**src/rtl/mir_pkg.sv**
```systemverilog
// mir_pkg: definitions shared across the mir boot path.
//   OP_HLT          opcode of the hlt instruction
//   OPC_HI/OPC_LO   position of the opcode field within an instruction word
//   loader_state_e  bios_loader FSM states
//   is_hlt()        true when an instruction word carries the hlt opcode
`timescale 1ns/1ps
package mir_pkg;

   localparam int         OPC_HI = 31;
   localparam int         OPC_LO = 26;
   localparam logic [5:0] OP_HLT = 6'b011101;

   typedef enum logic [2:0] {
      ST_IDLE,
      ST_ISSUE,
      ST_WAIT,
      ST_WRITE,
      ST_DONE
   } loader_state_e;

   function automatic logic is_hlt(input logic [31:0] word);
      return word[OPC_HI:OPC_LO] == OP_HLT;
   endfunction

endpackage

```
**src/rtl/bios_loader.sv**
```systemverilog
// bios_loader: copies a boot image word by word from the BIOS ROM into
// instruction memory, stopping after a hlt word or after BIOS_DEPTH words.
//
// Parameters
//   BIOS_DEPTH   number of ROM words scanned (at most 64)
//   IMEM_BASE    instruction-memory address of the first copied word
// Ports
//   clk_auto     clock, rising edge
//   rst_n        asynchronous active-low reset
//   start        one-cycle copy request, honoured in IDLE and DONE only
//   bios_addr    ROM word address
//   bios_data    ROM word, valid one cycle after bios_addr
//   imem_we      instruction-memory write request
//   imem_addr    instruction-memory write address
//   imem_data    instruction-memory write data
//   imem_ready   write accepted when imem_we and imem_ready are both high
//   busy         copy in progress
//   done         sticky completion flag
//   no_hlt       copy finished without meeting a hlt word
//   word_count   words written in the current or last copy
//   checksum     XOR of all accepted write data (BIOS_LOADER_CHECKSUM_EN only)
//
// Build option: define BIOS_LOADER_CHECKSUM_EN to add the checksum output.
//
// state     | meaning
// ----------+-----------------------------------------------------------
// ST_IDLE   | waiting for start after reset
// ST_ISSUE  | bios_addr presents the current index to the ROM
// ST_WAIT   | ROM word arrives and is captured into the write data
// ST_WRITE  | write held on imem until imem_ready
// ST_DONE   | copy finished, done sticky, start begins a new copy
`timescale 1ns/1ps
module bios_loader
   import mir_pkg::*;
#(
   parameter int          BIOS_DEPTH = 64,
   parameter logic [31:0] IMEM_BASE  = 32'd0
) (
   input  logic        clk_auto,
   input  logic        rst_n,
   input  logic        start,
   output logic [31:0] bios_addr,
   input  logic [31:0] bios_data,
   output logic        imem_we,
   output logic [31:0] imem_addr,
   output logic [31:0] imem_data,
   input  logic        imem_ready,
   output logic        busy,
   output logic        done,
   output logic        no_hlt,
   output logic [6:0]  word_count
`ifdef BIOS_LOADER_CHECKSUM_EN
   ,
   output logic [31:0] checksum
`endif
);

   localparam logic [5:0] LAST_IDX = 6'(BIOS_DEPTH - 1);

   loader_state_e state;
   logic [5:0]    index;
   logic          start_ok;

   assign start_ok = start && (state == ST_IDLE || state == ST_DONE);

   always_ff @(posedge clk_auto or negedge rst_n) begin
      if (!rst_n) begin
         state      <= ST_IDLE;
         index      <= '0;
         bios_addr  <= '0;
         imem_we    <= 1'b0;
         imem_addr  <= '0;
         imem_data  <= '0;
         busy       <= 1'b0;
         done       <= 1'b0;
         no_hlt     <= 1'b0;
         word_count <= '0;
      end else begin
         case (state)
            ST_IDLE, ST_DONE: begin
               if (start) begin
                  index      <= '0;
                  bios_addr  <= '0;
                  word_count <= '0;
                  no_hlt     <= 1'b0;
                  done       <= 1'b0;
                  busy       <= 1'b1;
                  state      <= ST_ISSUE;
               end
            end
            ST_ISSUE: state <= ST_WAIT;
            ST_WAIT: begin
               // imem_data doubles as the captured-word register
               imem_data <= bios_data;
               imem_addr <= IMEM_BASE + {26'd0, index};
               imem_we   <= 1'b1;
               state     <= ST_WRITE;
            end
            ST_WRITE: begin
               if (imem_ready) begin
                  imem_we    <= 1'b0;
                  word_count <= word_count + 7'd1;
                  if (is_hlt(imem_data)) begin
                     busy  <= 1'b0;
                     done  <= 1'b1;
                     state <= ST_DONE;
                  end else if (index == LAST_IDX) begin
                     no_hlt <= 1'b1;
                     busy   <= 1'b0;
                     done   <= 1'b1;
                     state  <= ST_DONE;
                  end else begin
                     index     <= index + 6'd1;
                     bios_addr <= {26'd0, index + 6'd1};
                     state     <= ST_ISSUE;
                  end
               end
            end
            default: state <= ST_IDLE;
         endcase
      end
   end

`ifdef BIOS_LOADER_CHECKSUM_EN
   always_ff @(posedge clk_auto or negedge rst_n) begin
      if (!rst_n)
         checksum <= '0;
      else if (start_ok)
         checksum <= '0;
      else if (state == ST_WRITE && imem_ready)
         checksum <= checksum ^ imem_data;
   end
`endif

endmodule
```
**config.mk**
```make
export PLATFORM = sky130hd
export DESIGN_NAME = bios_loader
export DESIGN_NICKNAME = d
export VERILOG_FILES = /design/src/rtl/mir_pkg.sv /design/src/rtl/bios_loader.sv
export SDC_FILE = /design/constraint.sdc
export NUM_CORES = 1
export LEC_CHECK = 0
export CORE_MARGIN = 5
export CORE_UTILIZATION = 40
export CTS_BUF_LIST = sky130_fd_sc_hd__clkbuf_4 sky130_fd_sc_hd__clkbuf_8
export DETAILED_ROUTE_END_ITERATION = 10
export PLACE_DENSITY = 0.83
export SYNTH_ARGS = -nofsm -noshare
export SYNTH_HDL_FRONTEND = slang
export SYNTH_SLANG_ARGS = --single-unit
```
**constraint.sdc**
```tcl
create_clock -name clk_auto -period 4 [get_ports clk_auto]
set_input_delay 0.8 -clock clk_auto [delete_from_list [all_inputs] [get_ports clk_auto]]
set_output_delay 0.8 -clock clk_auto [all_outputs]
set_load 0.02 [all_outputs]
```
# [Yosys cells after proc, flatten, opt, wreduce, memory -nomap -nowiden]
# Cells that the tools add are included.
[totals] register_bits=90 out_inout_bits=107
[classes] addsub=2 n_eq_ne=12 n_mux=33 reduce_logical=10
[ops] cell="two-way mux 32 bit" count=4
[ops] cell="one-hot mux 32 bit (2 select lines)" count=1
[ops] cell="two-way mux 6 bit" count=4
[ops] cell="two-way mux 7 bit" count=2
[ops] cell="one-hot mux 7 bit (2 select lines)" count=1
[ops] cell="two-way mux 3 bit" count=4
[ops] cell="one-hot mux 3 bit (4 select lines)" count=1
[ops] cell="one-hot mux 6 bit (2 select lines)" count=1
[ops] cell="two-way mux 1 bit" count=11
[ops] cell="inequality test 2 bit, second input constant" count=5
[ops] cell="AND reduction 5 bit" count=2
[ops] cell="one-hot mux 1 bit (2 select lines)" count=4
[ops] cell="adder 7 x 1 -> 7 bit, second input constant" count=1
[ops] cell="adder 6 x 1 -> 6 bit, second input constant" count=1
[ops] cell="equality test 3 x 2 -> 1 bit, second input constant" count=2
[ops] cell="equality test 6 x 5 -> 1 bit, second input constant" count=1
[ops] cell="equality test 6 bit, second input constant" count=1
[ops] cell="AND reduction 2 bit" count=2
[ops] cell="AND reduction 4 bit" count=1
[ops] cell="nonzero test 2 bit" count=2
[ops] cell="equality test 3 x 1 -> 1 bit, second input constant" count=1
[ops] cell="equality test 3 bit, second input constant" count=1
[ops] cell="zero test 3 bit" count=1
[ops] cell="inequality test 3 bit, second input constant" count=1
[ops] cell="other kinds (2)" count=2

# [Logic depth before layout (Yosys ltp)]
# Gate-level depths: netlist of the first run.
[depth] depth_word=5 depth_mapped=6 mapped_depth_nobuf=5

# [Least setup slack after synthesis of the first run]
# No wires, ideal clock.
[synth_timing] kind="input to register" from="in start" to="reg bios_addr[2]" setup_ns=0.135 t_arrival_ns=1.596 required_time_ns=3.865 slack_ns=2.270 stages=5 path_buffers=1 path_cell_list="nor3b_4 > buf_4 > o21ai_0 > o31ai_1 > o31ai_1"
[synth_via] elab_chain_len=2
[synth_rtl] element="start, declared" line="bios_loader.sv:41" text="input logic start,"
[synth_rtl] element="inequality test 2 bit (no line)"
[synth_rtl] element="AND reduction 5 bit (no line)"
[synth_rtl] element="end signal, assigned" line="bios_loader.sv:114" text="bios_addr <= {26'd0, index + 6'd1};"
[synth_rtl] element="end, declared" line="bios_loader.sv:42" text="output logic [31:0] bios_addr,"
# Every way passes these cells.
# A chain may end at the register's enable or synchronous reset.

# [Final worst setup path of the first run]
[layout_timing] from="reg bios_addr[5]" to="out bios_addr[5]"
# No word-level cell between the ends.

==> results of run 1 <==
[cells by family after synthesis]
group,Yosys count,share of synthesized area
mux,38,0.149
compound gates,34,0.0761
flops,58,0.505
other cells,1,0.00130
xor+xnor,4,0.0122
fa+ha+maj,2,0.00870
simple gates,39,0.0861
buf+inv,64,0.162
[power by group]
group / total, uW / leakage, uW / internal, uW / switching, uW
Sequential: 1050 / 0.000702 / 851 / 202
Clock: 514 / 0.000103 / 288 / 226
Combinational: 1490 / 0.000877 / 761 / 725
[per-layer routing]
| metal | up-vias | wire length (microns) | track usage |
|---|---|---|---|
| li1 | 930 | - | - |
| met3 | 9 | 814 | 0.0622 |
| met4 | 0 | 72 | 0.0685 |
| met2 | 109 | 2980 | 0.224 |
| met5 | - | 0 | 0 |
| met1 | 972 | 2310 | 0.165 |
[metrics by stage]
stage | cells | util | hold WS [ps]
2_1_floorplan | 291 | - | 504
3_3_place_gp | 422 | 0.512 | 464
3_5_place_dp | 422 | 0.512 | 469
4_1_cts | 438 | 0.539 | 401
5_1_grt | 438 | 0.539 | 422
6_report | 438 | 0.539 | 394
[area by class of cell]
cell class / instances / area share
clock buffer: 14 / 0.0468
clock inverter: 2 / 0.00260
inverter: 4 / 0.00390
multi-input combinational: 169 / 0.300
sequential: 58 / 0.377
tap: 99 / 0.0322
timing repair buffer: 92 / 0.237
[placed cells by master (no fill, tap or decap), types with 2 or more instances in the layout]
master,instances
nand3_1,4
nor2b_1,2
nand2_1,6
dfrtp_1,58
nor2_1,6
o21ai_0,13
mux2_2,37
or2_2,2
nand4_1,3
clkinv_2,2
a21oi_1,2
inv_1,4
buf_4,2
xor2_1,4
ha_1,2
clkbuf_4,2
and3_1,3
conb_1,52
clkdlybuf4s50_1,89
clkbuf_8,12
and4b_1,2
a31oi_1,6
o31ai_1,3
o2111ai_1,2
[state kept, by name (all words and copies together), names as in the netlist]
register / cells
imem_data: 32
word_count: 7
bios_addr: 6
imem_addr: 6
state: 3
busy: 1
done: 1
imem_we: 1
no_hlt: 1
[worst min-delay path by stage]
stage	start	end	slack [ps]	cells past startpoint
after floorplan	rst_n	bios_addr[0]	500	0
after global placement	imem_we	imem_we	460	1
after detailed placement	imem_we	imem_we	470	1
after CTS	rst_n	imem_addr[1]	400	1
after global routing	rst_n	imem_data[5]	420	1
final	rst_n	imem_addr[1]	390	1
==> metrics.yaml, run 1 <==
path_class: "flip-flop to output port"
io_pins: 143
synth_top_cell_by_area: "dfrtp_1"
startpoint: "bios_addr[5]"
cpPeakStageDelay_ps: 680
crit_buf_inv: 1
setup_slack_ps: 1730
cts-hold-fix-buffers: 0
outcome: "completed"
required_ps: 3200
cp_max_fo: 7
drive_gt1_frac: 0.186
grt_use_total: 0.142
synth-seq-cells: 58
ys_seq_area_frac: 0.505
antenna_cells: 0
pre_cts_ws_ps: 1430
netlist.area_leader.share: 0.505
cap_violations: 0
core_area_sq_um: 7140
cts.clk_slew.worst_paths_ps: 70
fillers: 616
end_kind: "output port"
grt_pass1_vias: 2016
syn_area_sq_um: 2880
fmax_mhz: 441
maxSlewHeadroom: 0.608
finalSetupViolCount: 0
cts_tree: "done"
synth-main-ff-cell: "dfrtp_1"
crit_cells: 1
slew_viol_final: 0
cts_buffer_depth: 2
drc: 0
numCtsBuffers: 9
cts_setup_buffers: 0
gp_congestion: 0.888
synth-async-reset-ratio: 1.00
finalCritPeriodShare: 0.567
root_buffer: "clkbuf_8"
synthTopCellsByArea: "dfrtp_1 50%, buf_4 15%, mux2_2 14%"
finalPower_uw: 3050
drt-initial-drc-count: 111
min_path_type: "primary input to asynchronous set/reset pin"
ir_drop_mv: 0.408
vias: 2020
critPathSlowestCell: "clkdlybuf4s50_1"
synth_most_common_cell: "dfrtp_1"
die_h_microns: 94.8
multi_input_area_sq_um: 1160
grt_pass1_wl_microns: 9740
synth_commonest_cells: "58 x dfrtp_1, 56 x buf_4, 37 x mux2_2"
synth_edf_count: 0
wl_per_cell_microns: 14.1
fin_worst_skew_ps: 12.7
ant_nets: 0
port_buffers: 90
fp.dieW_microns: 94.8
cts-resized-gates: 0
ys.warnings.count: 0
grt_overflow_total: 0
start_util: 0.403
worst_slew_pin_slew_ps: 588
antenna_found_initial: 0
crit_chain: "clkdlybuf4s50_1"
crit_family: "buffers and inverters"
syn_avg_cell_area_sq_um: 12.0
design_area_sq_um: 3850
fin_setup_tns_ps: 0
dp_hpwl_microns: 4610
synth_cell_type_count: 43
clock_latency_ps: 340
grt_max_degree: 41
hold_viol: 0
synthCells: 240
finalNetCount: 372
area_growth_pct: 33.8
cts_num_sinks: 58
placed_cell_area_sq_um: 3660
period_needed_ps: 2270
r2r-start: "state[0]"
vias_per_cell: 4.61
dieArea_sq_um: 8990
arrival_ps: 1470
p_leak_uw: 0.00168
critPathLaunchType: "flip-flop"
reg2reg_to: "word_count[4]"
row_count: 31
seq_area_sq_um: 1450
htreeDepth: 3
rsz0062_at_grt: "no"
regToRegSetupSlack_ps: 2170
routed_wl_microns: 6170
reg2reg_depth: 4
power_density_nw_per_um2: 794
crit_end: "bios_addr[5]"
firstDrtPassIters: 4
Note: power is estimated with default switching activity, not from simulation.
==> run 2: changes to the inputs <==
CORE_UTILIZATION = 38   (was 40)
PLACE_DENSITY = 0.82   (was 0.83)
clock period = 2 ns   (was 4 ns; I/O delays follow)
==> run 2 against run 1 <==
Design area increased by 1.1%. Sequential share of layout area down 0.40 points. Die area rose by 4.7%. Hold slack lost 340 ps. Sequential power up 99%. Critical endpoint is now bios_addr[3]. Count of clock-buffer cells in the layout is 3 lower. Combinational power rose by 100%. Cell count rose by 1.6%. First-iteration DRC count decreased by 50%. Core utilization is 0.86 points lower. Critical path depth unchanged.
==> metrics.yaml, run 2 (synthesis gave the netlist of run 1 again) <==
fmax_mhz: 537
ir_drop_mv: 0.836  # +100%
setup_slack_ps: 136  # -1600 ps
fin_hold_ws_ps: 57.8  # -336 ps
maxSlewHeadroom: 0.629  # +0.0210
vias: 2035  # +0.74%
arrival_ps: 1460  # about the same
grt.busiest_layer: "met2"
top_register: "imem_data"
grt_max_degree: 26  # -37%
drt-initial-drc-count: 55  # -50%
grt_pass1_wl_microns: 10100  # +3.4%
fp.dieW_microns: 97.0  # +2.3%
rsz0062_at_grt: "no"
fin_worst_skew_ps: 7.35  # -5.33 ps
cts-resized-gates: 0  # unchanged
finalPower_uw: 6030  # +97%
finalCritPeriodShare: 0.932
grt_use_total: 0.134  # -0.00743
cp_max_fo: 6  # -1
cap_violations: 0  # unchanged
worst_slew_pin_slew_ps: 557  # -30.9 ps
port_buffers: 90  # unchanged
period_needed_ps: 1860
dieArea_sq_um: 9410  # +4.7%
use_met3: 0.0871  # +0.0249
largest_register_ff_count: 32  # unchanged
slew_viol_final: 0  # unchanged
grtUsageMet2: 0.217  # -0.00663
antenna_found_initial: 0  # unchanged
final_core_util: 0.530  # -0.00863
finalNetCount: 380  # +2.2%
layout.cells.most_common_list: "89 x clkdlybuf4s50_1, 58 x dfrtp_1, 52 x conb_1"
final_common_cell: "clkdlybuf4s50_1"
start_util: 0.392  # -0.0107
critPathLaunchType: "flip-flop"
crit_family: "buffers and inverters"
cts-hold-fix-buffers: 0  # unchanged
drc: 0  # unchanged
cts_num_sinks: 58  # unchanged
core_area_sq_um: 7330  # +2.7%
firstDrtPassIters: 5  # +1
routed_wl_microns: 6360  # +3.0%
cpPeakStageDelay_ps: 670  # about the same
row_count: 31  # unchanged
io_pins: 143  # unchanged
grt_use_met1: 0.147  # -0.0176
clock_latency_ps: 330  # about the same
r2r-start: "state[0]"
hold_viol: 0  # unchanged
required_ps: 1600  # -1600 ps
gp_congestion: 0.829  # -6.7%
fin_setup_tns_ps: 0  # unchanged
startpoint: "bios_addr[3]"
finalSetupViolCount: 0  # unchanged
end_kind: "output port"
vias_per_cell: 4.57  # -0.84%
die_h_microns: 97.0  # +2.3%
reg2reg_depth: 4  # unchanged
root_buffer: "clkbuf_8"
antenna_cells: 0  # unchanged
pre_cts_ws_ps: 29.6  # -1400 ps
cts_tree: "done"
cts_setup_buffers: 0  # unchanged
regToRegSetupSlack_ps: 280  # -1890 ps
min_path_type: "primary input to asynchronous set/reset pin"
cts.clk_slew.worst_paths_ps: 60  # about the same
htreeDepth: 3  # unchanged
numCtsBuffers: 9  # unchanged
cts_buffer_depth: 2  # unchanged
drive_gt1_frac: 0.202  # +0.0165
crit_buf_inv: 1  # unchanged
area_growth_pct: 35.2
grt_pass1_vias: 2069  # +2.6%
power_density_nw_per_um2: 1550  # +95%
critPathSlowestCell: "clkdlybuf4s50_1"
dp_hpwl_microns: 4940  # +7.1%
wl_per_cell_microns: 14.3  # +1.4%
grt_overflow_total: 0  # unchanged
path_class: "flip-flop to output port"
p_leak_uw: 0.00171  # +1.9%
reg.largest.list: "imem_data (32), word_count (7)"
ant_nets: 0  # unchanged
reg2reg_to: "word_count[4]"
crit_chain: "clkdlybuf4s50_1"
outcome: "completed"
[run 2: changes by cell type in the layout (fill, tap and decap cells not counted), sizes merged]
cell | previous run | this run
clkinv | 2 | 4
clkbuf | 14 | 11
buf | 3 | 11
[run 2: cell type report]
cell class / count / area, sq um
Timing Repair Buffer: 100 / 983
Inverter: 4 / 15.0
Sequential cell: 58 / 1450
Clock inverter: 4 / 20.0
Multi-Input combinational cell: 169 / 1160
Tap cell: 99 / 124
Fill cell: 662 / 3440
Clock buffer: 11 / 139
[run 2: where the power goes]
group	switching [uW]	total (uW)	internal (uW)	leakage [uW]
clock	435	896	461	0.0000896
combinational	1480	3040	1560	0.000923
sequential	387	2090	1700	0.000702
[run 2: worst max-delay path by stage]
stage	endpoint	slack [ps]	cells after the start
final	bios_addr[3]	140	1
after global placement	word_count[4]	50	5
after floorplan	bios_addr[4]	440	5
after CTS	bios_addr[3]	110	1
after detailed placement	word_count[4]	30	5
after global routing	bios_addr[3]	70	1
[run 2: layer usage]
metal,share of wire,routed length [microns]
met4,0.011,71
met5,0,0
met1,0.39,2500
met3,0.13,810
met2,0.47,2970
[run 2: through the flow]
step	area (sq um)	std cells
6_report	3890	445
5_1_grt	3890	445
4_1_cts	3890	445
3_5_place_dp	3730	430
3_3_place_gp	3730	430
2_1_floorplan	3070	291
==> run 3: changes to the inputs <==
ABC_CLOCK_PERIOD_IN_PS = 2000   (was default)
==> results of run 3 <==
No change in the layout: final DEF, timing and power equal those of run 2.
